**src/rtl/event_rate_pkg.sv**
```systemverilog
// Shared definitions for the event-rate scheduler: register map, field
// positions and the scheduler FSM encoding.
package event_rate_pkg;

   localparam logic [7:0] ADDR_CTRL       = 8'h00;
   localparam logic [7:0] ADDR_PERIOD     = 8'h04;
   localparam logic [7:0] ADDR_STATUS     = 8'h08;
   localparam logic [7:0] ADDR_DELTA_BASE = 8'h10;

   localparam int CTRL_ENABLE_BIT  = 0;
   localparam int CTRL_ONESHOT_BIT = 1;
   localparam int CTRL_RESTART_BIT = 2;

   localparam int STAT_BUSY_BIT    = 0;
   localparam int STAT_OVERRUN_BIT = 1;

   typedef enum logic [2:0] {
      ST_IDLE    = 3'd0,
      ST_PRIME   = 3'd1,
      ST_RUN     = 3'd2,
      ST_SCAN    = 3'd3,
      ST_PUBLISH = 3'd4
   } state_t;

endpackage

```
**src/rtl/window_timer.sv**
```systemverilog
// Gap-free window timer: down-counter reloaded with period-1 on load and at
// every boundary; a boundary is the cycle the running counter reads zero.
module window_timer (
   input  logic        clk,
   input  logic        rst,
   input  logic [31:0] i_period,
   input  logic        i_load,
   input  logic        i_run,
   output logic        o_boundary
);

   logic [31:0] r_timer;

   assign o_boundary = i_run && !i_load && (r_timer == 32'd0);

   always_ff @(posedge clk or posedge rst) begin
      if (rst) begin
         r_timer <= 32'd0;
      end else if (i_load || o_boundary) begin
         r_timer <= i_period - 32'd1;
      end else if (i_run) begin
         r_timer <= r_timer - 32'd1;
      end else begin
         r_timer <= r_timer;
      end
   end

endmodule

```
**src/rtl/event_rate_scheduler.sv**
```systemverilog
// Turns free-running 32-bit event counts into per-window deltas: atomic
// snapshot at each boundary, one shared subtractor walked over the channels.
module event_rate_scheduler
   import event_rate_pkg::*;
#(
   parameter int          CHANNELS     = 8,
   parameter logic [31:0] PERIOD_RESET = 32'd1000000
) (
   input  logic                    clk,
   input  logic                    rst,
   input  logic [7:0]              i_reg_addr,
   input  logic                    i_reg_wr,
   input  logic [31:0]             i_reg_wdata,
   input  logic                    i_reg_rd,
   output logic [31:0]             o_reg_rdata,
   output logic                    o_reg_rvalid,
   input  logic [32*CHANNELS-1:0]  counts,
   output logic                    window_strobe
);

   localparam int             IW       = (CHANNELS > 1) ? $clog2(CHANNELS) : 1;
   localparam logic [IW-1:0]  IDX_LAST = IW'(CHANNELS - 1);
   localparam logic [5:0]     CH_W     = 6'(CHANNELS);

   state_t        r_state, w_state_next;
   logic          r_enable, r_oneshot, r_overrun, r_strobe, r_rvalid;
   logic [31:0]   r_period, r_rdata;
   logic [15:0]   r_seq;
   logic [IW-1:0] r_idx;
   logic [31:0]   r_snap   [CHANNELS];
   logic [31:0]   r_prev   [CHANNELS];
   logic [31:0]   r_shadow [CHANNELS];
   logic [31:0]   r_delta  [CHANNELS];

   logic          w_wr_ctrl, w_wr_period, w_wr_status, w_restart, w_en_eff;
   logic          w_load, w_run, w_boundary;
   logic [31:0]   w_diff, w_rd_data;
   logic [5:0]    w_delta_word;

   assign w_wr_ctrl   = i_reg_wr && (i_reg_addr == ADDR_CTRL);
   assign w_wr_period = i_reg_wr && (i_reg_addr == ADDR_PERIOD);
   assign w_wr_status = i_reg_wr && (i_reg_addr == ADDR_STATUS);
   assign w_restart   = w_wr_ctrl && i_reg_wdata[CTRL_RESTART_BIT];
   // A software clear of ENABLE acts in the write cycle so the FSM is IDLE next cycle.
   assign w_en_eff    = w_wr_ctrl ? i_reg_wdata[CTRL_ENABLE_BIT] : r_enable;
   assign w_run       = (r_state != ST_IDLE);
   assign w_load      = w_en_eff && (((r_state == ST_IDLE) && (r_period != 32'd0)) ||
                                     ((r_state != ST_IDLE) && w_restart));
   assign w_diff      = r_snap[r_idx] - r_prev[r_idx];

   window_timer u_timer (
      .clk        (clk),
      .rst        (rst),
      .i_period   (r_period),
      .i_load     (w_load),
      .i_run      (w_run),
      .o_boundary (w_boundary)
   );

   always_comb begin
      w_state_next = r_state;
      if (!w_en_eff) begin
         w_state_next = ST_IDLE;
      end else if (w_load) begin
         w_state_next = ST_PRIME;
      end else begin
         case (r_state)
            ST_IDLE:    w_state_next = ST_IDLE;
            ST_PRIME:   w_state_next = w_boundary ? ST_RUN : ST_PRIME;
            ST_RUN:     w_state_next = w_boundary ? ST_SCAN : ST_RUN;
            ST_SCAN:    w_state_next = (r_idx == IDX_LAST) ? ST_PUBLISH : ST_SCAN;
            ST_PUBLISH: w_state_next = r_oneshot ? ST_IDLE : ST_RUN;
            default:    w_state_next = ST_IDLE;
         endcase
      end
   end

   always_ff @(posedge clk or posedge rst) begin
      if (rst) begin
         r_state   <= ST_IDLE;
         r_strobe  <= 1'b0;
         r_enable  <= 1'b0;
         r_oneshot <= 1'b0;
         r_period  <= PERIOD_RESET;
         r_overrun <= 1'b0;
         r_seq     <= 16'd0;
      end else begin
         r_state  <= w_state_next;
         r_strobe <= (w_state_next == ST_PUBLISH);
         if ((r_state == ST_PUBLISH) && r_oneshot) begin
            r_enable <= 1'b0;
         end else if (w_wr_ctrl) begin
            r_enable <= i_reg_wdata[CTRL_ENABLE_BIT];
         end
         if (w_wr_ctrl) begin
            r_oneshot <= i_reg_wdata[CTRL_ONESHOT_BIT];
         end
         if (w_wr_period) begin
            r_period <= i_reg_wdata;
         end
         // Boundaries landing in SCAN/PUBLISH are dropped; the overrun set beats a clear.
         if (w_boundary && ((r_state == ST_SCAN) || (r_state == ST_PUBLISH))) begin
            r_overrun <= 1'b1;
         end else if (w_wr_status && i_reg_wdata[STAT_OVERRUN_BIT]) begin
            r_overrun <= 1'b0;
         end
         if (r_state == ST_PUBLISH) begin
            r_seq <= r_seq + 16'd1;
         end
      end
   end

   always_ff @(posedge clk or posedge rst) begin
      if (rst) begin
         r_idx <= '0;
         for (int i = 0; i < CHANNELS; i++) begin
            r_snap[i]   <= 32'd0;
            r_prev[i]   <= 32'd0;
            r_shadow[i] <= 32'd0;
            r_delta[i]  <= 32'd0;
         end
      end else if ((r_state == ST_PRIME) && (w_state_next == ST_RUN)) begin
         for (int i = 0; i < CHANNELS; i++) r_prev[i] <= counts[32*i +: 32];
      end else if ((r_state == ST_RUN) && (w_state_next == ST_SCAN)) begin
         for (int i = 0; i < CHANNELS; i++) r_snap[i] <= counts[32*i +: 32];
         r_idx <= '0;
      end else if (r_state == ST_SCAN) begin
         r_shadow[r_idx] <= w_diff;
         r_prev[r_idx]   <= r_snap[r_idx];
         r_idx           <= r_idx + IW'(1);
      end else if (r_state == ST_PUBLISH) begin
         for (int i = 0; i < CHANNELS; i++) r_delta[i] <= r_shadow[i];
      end
   end

   assign w_delta_word = i_reg_addr[7:2] - 6'd4;

   always_comb begin
      w_rd_data = 32'd0;
      case (i_reg_addr)
         ADDR_CTRL:   w_rd_data = {30'd0, r_oneshot, r_enable};
         ADDR_PERIOD: w_rd_data = r_period;
         ADDR_STATUS: w_rd_data = {r_seq, 14'd0, r_overrun, w_run};
         default: begin
            if ((i_reg_addr >= ADDR_DELTA_BASE) && (w_delta_word < CH_W)) begin
               w_rd_data = r_delta[w_delta_word[IW-1:0]];
            end else begin
               w_rd_data = 32'd0;
            end
         end
      endcase
   end

   always_ff @(posedge clk or posedge rst) begin
      if (rst) begin
         r_rdata  <= 32'd0;
         r_rvalid <= 1'b0;
      end else begin
         r_rdata  <= i_reg_rd ? w_rd_data : 32'd0;
         r_rvalid <= i_reg_rd;
      end
   end

   assign o_reg_rdata   = r_rdata;
   assign o_reg_rvalid  = r_rvalid;
   assign window_strobe = r_strobe;

endmodule

```
**config.mk**
```make
export PLATFORM = sky130hd
export DESIGN_NAME = event_rate_scheduler
export DESIGN_NICKNAME = d
export VERILOG_FILES = /design/src/rtl/event_rate_pkg.sv /design/src/rtl/window_timer.sv /design/src/rtl/event_rate_scheduler.sv
export SDC_FILE = /design/constraint.sdc
export NUM_CORES = 2
export LEC_CHECK = 0
export BUFFER_PORTS_ARGS = -buffer_cell sky130_fd_sc_hd__buf_2
export CAP_MARGIN = 20
export CORE_AREA = 10 10 400 402
export DETAILED_ROUTE_END_ITERATION = 7
export DIE_AREA = 0 0 410 412
export PLACE_DENSITY_LB_ADDON = 0.25
export SYNTH_ARGS = -nofsm -noshare
export SYNTH_HDL_FRONTEND = slang
export SYNTH_SLANG_ARGS = --single-unit
```
**constraint.sdc**
```tcl
create_clock -name clk -period 40.5 [get_ports clk]
set_input_delay 8.1 -clock clk [delete_from_list [all_inputs] [get_ports clk]]
set_output_delay 8.1 -clock clk [all_outputs]
set_load 0.05 [all_outputs]
```
# Word-level counts from Yosys, hierarchy flattened
# Cells that the tools add are included.
# totals
register_bits,1147
in_bits,300
output_inout_bits,34
# op_classes
addsub,6
order_cmp,5
eq_ne,11
muxes,34
n_bitwise,5
n_reduce_logical,34
# op_table
cell,count
$mux 256,3
$bwmux 256,2
$mux 32,11
$bmux 32 s3,3
$demux 32 s3,1
$pmux 32 s3,1
$sub 32x1->32 const B,2
$logic_not 32->1,1
$reduce_bool 32->1,1
$sub 32x32->32,1
$add 16x1->16 const B,1
$logic_and 1x1->1,16
$mux 3,5
$eq 3x2->1 const B,4
$pmux 3 s4,1
$eq 3x3->1 const B,3
$eq 8x3->1 const B,1
$eq 8x4->1 const B,1
$ge 4x4->1 const B,2
$ge 8x5->1 const B,1
$logic_not 8->1,1
$not 3->4,2
$reduce_bool 2->1,4
$lt 6x4->1 const B,1
15 further kinds,26

# Logic depth before layout (Yosys ltp)
# logic_depth
word_depth,17
ltp_mapped,19
ltp_nobuf,16

# Cells and area by module
# A second synthesis with hierarchy kept.
# unflattened
hier_cells,5039
hier_area_um2,55164.2
# by_module_without_submodules
module,instances,cells_per_inst,area_each_um2,seq_area_each_um2
event_rate_scheduler,1,4658,52111.2,27910.5
window_timer,1,381,3052.9,800.8

# Worst setup path before layout
# No wires, ideal clock.
# synth_path
kind,input to register
from,in i_reg_addr[4]
to,reg u_timer.r_timer[26]
setup_ns,0.130
arrival_ns,12.229
path_slack_ns,28.141
cell_stages,18
path_cell_list,inv_2 -> buf_1 -> ha_1 -> nor4b_1 -> nand2_1 -> mux2_2 -> o21ai_2 -> clkbuf_1 -> clkbuf_1 -> mux2i_1 -> ha_1 -> nand4_1 -> nor3_1 -> nand2_1 -> mux2_2 -> nor3_1 -> xnor2_1 -> mux2i_1
# synth_via
elab_chain_len,11
elab_cells_between_ends,13
# synth_lines
element,line,rtl
from (decl),event_rate_scheduler.sv:11,"input logic [7:0] i_reg_addr,"
$logic_not 8->1 (*),event_rate_scheduler.sv:40,assign w_wr_ctrl = i_reg_wr && (i_reg_addr == ADDR_CTRL);
$logic_and 1x1->1 (*),event_rate_scheduler.sv:40,
$logic_and 1x1->1,event_rate_scheduler.sv:43,assign w_restart = w_wr_ctrl && i_reg_wdata[CTRL_RESTART_BIT];
$logic_and 1x1->1,event_rate_scheduler.sv:48,((r_state != ST_IDLE) && w_restart));
$logic_or 1x1->1,event_rate_scheduler.sv:47,assign w_load = w_en_eff && (((r_state == ST_IDLE) && (r_period != 32'd0)) ||
$logic_and 1x1->1 (*),event_rate_scheduler.sv:47,
$logic_not 1->1,window_timer.sv:14,assign o_boundary = i_run && !i_load && (r_timer == 32'd0);
$logic_and 1x1->1 (2 in a row),window_timer.sv:14,
$logic_or 1x1->1 (*),window_timer.sv:19,end else if (i_load || o_boundary) begin
$mux 32 / $reduce_bool 2->1 (equally long branches),--,
to (signal assigned),window_timer.sv:20,r_timer <= i_period - 32'd1;
to (signal assigned),window_timer.sv:22,r_timer <= r_timer - 32'd1;
to (signal assigned),window_timer.sv:24,r_timer <= r_timer;
to (decl),window_timer.sv:12,logic [31:0] r_timer;
# Mark *: on every way between the ends. The rest lies on a longest branch, timed or not.
# A chain may end at the register's enable or synchronous reset.

# Final worst setup path
# layout_path
from,in i_reg_addr[4]
to,reg r_prev[48] (netlist bit)
# layout_via
elab_chain_len,17
elab_cells_between_ends,23
# layout_lines
element,line,rtl
$logic_not 8->1 (*),event_rate_scheduler.sv:40,
$logic_and 1x1->1 (*),event_rate_scheduler.sv:40,
$logic_and 1x1->1,event_rate_scheduler.sv:43,
$logic_and 1x1->1,event_rate_scheduler.sv:48,
$logic_or 1x1->1,event_rate_scheduler.sv:47,
$logic_and 1x1->1,event_rate_scheduler.sv:47,
$logic_not 1->1,window_timer.sv:14,
$logic_and 1x1->1 (2 in a row),window_timer.sv:14,
$mux 1 / $mux 2 (equally long branches),"event_rate_scheduler.sv:70, event_rate_scheduler.sv:69",
$pmux 3 s4,event_rate_scheduler.sv:67,case (r_state)
$mux 3,event_rate_scheduler.sv:64,end else if (w_load) begin
$mux 3 (*),event_rate_scheduler.sv:62,if (!w_en_eff) begin
"$eq 3x2->1, on equally long branches","event_rate_scheduler.sv:122, event_rate_scheduler.sv:124",
"$logic_and 1x1->1, on equally long branches","event_rate_scheduler.sv:122, event_rate_scheduler.sv:124",
$ne 2x2->1 (no line) / $reduce_bool 2->1 (equally long branches),--,
$reduce_and 2->1 (no line),--,
"to (signal, indexed assignment)",event_rate_scheduler.sv:129,r_prev[r_idx] <= r_snap[r_idx];
to (decl),event_rate_scheduler.sv:31,logic [31:0] r_prev [CHANNELS];
# Marks and branches as above.

==> impl_metrics.ini <==
[sta]
finalSetupViolCount = 0
drv_slew = 0
period_minus_slack_ns = 14.06
clock_skew_ns = 0.04472
post-route-period-util = 0.3471
hold_violations = 0
slew_headroom = 0.2030
tightest_slew_ns = 1.187
rsz0062_at_grt = false
clock.fmax_mhz = 71.14
finalSetupTns_ns = 0

[clock_network]
clkLatencyLatePin_ns = 0.76
clkTransAtPathRegs_ns = 0.06
cts_setup_buffers = 0
cts.sinks = 1147
cts_made_buffers = 132
h-tree-depth = 4
postCtsHoldBufs = 0
cts_tree = yes
clock-root-buffer = clkbuf_16
max-clock-path-buffers = 3
cts_resized = 0

[floorplan]
dieArea_um2 = 168900
ios = 334
core_um2 = 151500
initial_core_util = 0.3486
row_count = 143
fp.dieH_um = 412
die_width_um = 410

[pwr]
p_int_mw = 1.909
p_comb_frac = 0.047
seq_power_share = 0.467
vdd_drop_max_mv = 0.04013
p_leak_nw = 29.49
swShare = 0.2394
powerDensity_nw_per_um2 = 41.41
clockPowerShare = 0.486
switching_power_mw = 0.6010

[final_layout]
mostFrequentLayoutCells = nand2_1, dfrtp_1, nor2_1
num-nets-final = 5904
mostFrequentLayoutCell = nand2_1
syn_to_final_growth_pct = 14.74
final_core_util = 0.4000
layout-drive-gt1-share = 0.1441

[synth]
synth_flop_cell = dfrtp_1
netlist_area_um2 = 52830
synthesis.nets = 5753
syn_inst = 5415
synth_edf_count = 0
yosysWarnings = 0
yosys.cell_types.count = 67
synth_top_area_frac = 0.5399
seq_area_frac_synth = 0.5434
synth_top_area_cell = dfrtp_1
ys_ff_latch = 1147
synth-async-reset-ratio = 1.000
synth_area_leaders = dfrtp_1, nand2_1, mux2_1
post_synth.cell_area_avg_um2 = 9.757

[placed_design]
place_hpwl_um = 107300
io_buffer_count = 333
place_congestion = 0.8315

[run]
drv_cap = 0

[drt]
drt-initial-drc-count = 3914
drc = 0
drt-total-wl_um = 175300
drtPass1Iterations = 5
final_antenna_net_count = 0
wl_per_cell_um = 22.77
dr_total_vias = 41760
vias_per_cell = 5.423

[global_routing]
grt_overflow = 0
grt_pass1_vias = 41160
grt_max_degree = 209
grt.total_usage = 0.2027
antenna_found_initial = 6
grt_pass1_wl_um = 266500

[setup_path]
max_stage_delay_ns = 0.77
r2r_slack_ns = 33.46
cpMaxStageDelayCell = buf_4
crit_type = in -> reg
crit_buf_inv = 8
end_kind = register
path_max_fanout = 208
crit_chain = buf_2 > inv_2 > buf_4 > ha_1 > nor4b_1 > nand2_1 > mux2_2 > or2_1 > a31oi_1 > or4b_4 > buf_4 > buf_4 > buf_12 > buf_4 > buf_16 > nor2_1 > a31oi_1
crit_family = buffers and inverters
crit_top_cell = buf_4
crit_required_ns = 41.17
critPathArrivalTime_ns = 14.72
startpoint_type = input port

[outcome]
status = finished clean

[worst_hold_path]
hold_path_class = reg -> reg
==> power by group through the flow <==
stage / Clock (mW) / Combinational (mW) / Sequential, mW
floorplan: 0 / 0.0713 / 1.19
CTS: 1.24 / 0.119 / 1.17
finish: 1.22 / 0.118 / 1.17
detailed placement: 0 / 0.119 / 1.19
global route: 1.29 / 0.132 / 1.17
global placement: 0 / 0.117 / 1.19
==> Yosys cell counts, types with 12 or more instances <==
cell type  count
a21o_1        14
a21oi_1       64
nor4_1        20
o21ai_0      311
nand2_1     1618
xnor2_1       65
a22oi_1      190
nand3_1       49
mux2_1       207
buf_1         49
a221oi_1      31
xor2_1        27
mux2i_1       65
ha_1          37
and2_1        24
a22o_1        34
nor3_1        50
and3_1        63
inv_1         15
buf_2         63
dfrtp_1     1140
or3_1         12
mux4_2        64
nand4_1       48
mux2_2        89
buf_4         14
nor2_1       394
a31oi_1      270
clkbuf_1     249
o31ai_1       14
==> final timing paths <==
kind,startpoint,end,cells past startpoint
worst max-delay path,i_reg_addr[4],r_prev[48]$_DFFE_PP0P_,17
worst min-delay path,r_shadow[209]$_DFFE_PP0P_,r_delta[209]$_DFFE_PP0P_,2
worst max register to register,r_idx[2]$_DFFE_PP0P_,r_shadow[123]$_DFFE_PP0P_,13
worst min register to register,r_shadow[209]$_DFFE_PP0P_,r_delta[209]$_DFFE_PP0P_,2
max in group asynchronous,rst,r_shadow[155]$_DFFE_PP0P_,5
min in group asynchronous,rst,r_shadow[131]$_DFFE_PP0P_,2
==> metrics by stage <==
stage	instance area [um2]	instances	power, mW	hold slack (ns)	setup slack (ns)
after floorplan	52830	5415	1.263	0.4383	0.1077
after global placement	56100	7455	1.311	0.4452	25.77
after detailed placement	56120	7458	1.312	0.4484	25.66
after CTS	60530	7694	2.533	0.4465	26.42
after global routing	60620	7698	2.594	0.4727	26.01
final	60620	7700	2.510	0.4497	26.44
==> cell families (layout without fill, tap and decap cells) <==
family | after synthesis | in the layout | share of synthesized area
compound gates | 969 | 969 | 0.1154
simple gates | 2343 | 2343 | 0.1817
fa+ha+maj | 38 | 38 | 0.009141
other cells | 0 | 2 | 0
flops | 1147 | 1147 | 0.5434
buf+inv | 401 | 654 | 0.03240
xor+xnor | 92 | 92 | 0.01525
mux | 425 | 425 | 0.1027
==> state kept, by name, summed over array words and instances (netlist names) <==
signal / flops
r_delta: 256
r_prev: 256
r_shadow: 256
r_snap: 256
o_reg_rdata: 32
r_period: 32
u_timer.r_timer: 32
r_seq: 16
r_idx: 3
r_state: 3
o_reg_rvalid: 1
r_enable: 1
r_oneshot: 1
r_overrun: 1
window_strobe: 1
==> final cells by class <==
type | instances | area, um2
multi-input combinational | 3867 | 22580
tap | 2030 | 2540
sequential | 1147 | 28710
fill | 14960 | 90930
clock inverter | 52 | 600.6
clock buffer | 184 | 3811
timing repair buffer | 402 | 2308
antenna | 2 | 5.005
inverter | 16 | 67.56
==> per-layer routing <==
| layer | up-vias | global-route usage | wire length (um) |
|---|---|---|---|
| met5 | - | 0 | 66 |
| li1 | 18990 | - | - |
| met3 | 272 | 0.03199 | 10150 |
| met2 | 1324 | 0.3292 | 82290 |
| met4 | 10 | 0.05705 | 4316 |
| met1 | 21160 | 0.2797 | 78510 |
==> tightest hold or removal path, delay by kind of cell, from the launching register on <==
family	cells	cell delay, ns
flops	1	0.34
simple gates	2	0.10
Power figures use the tool's default switching activity.
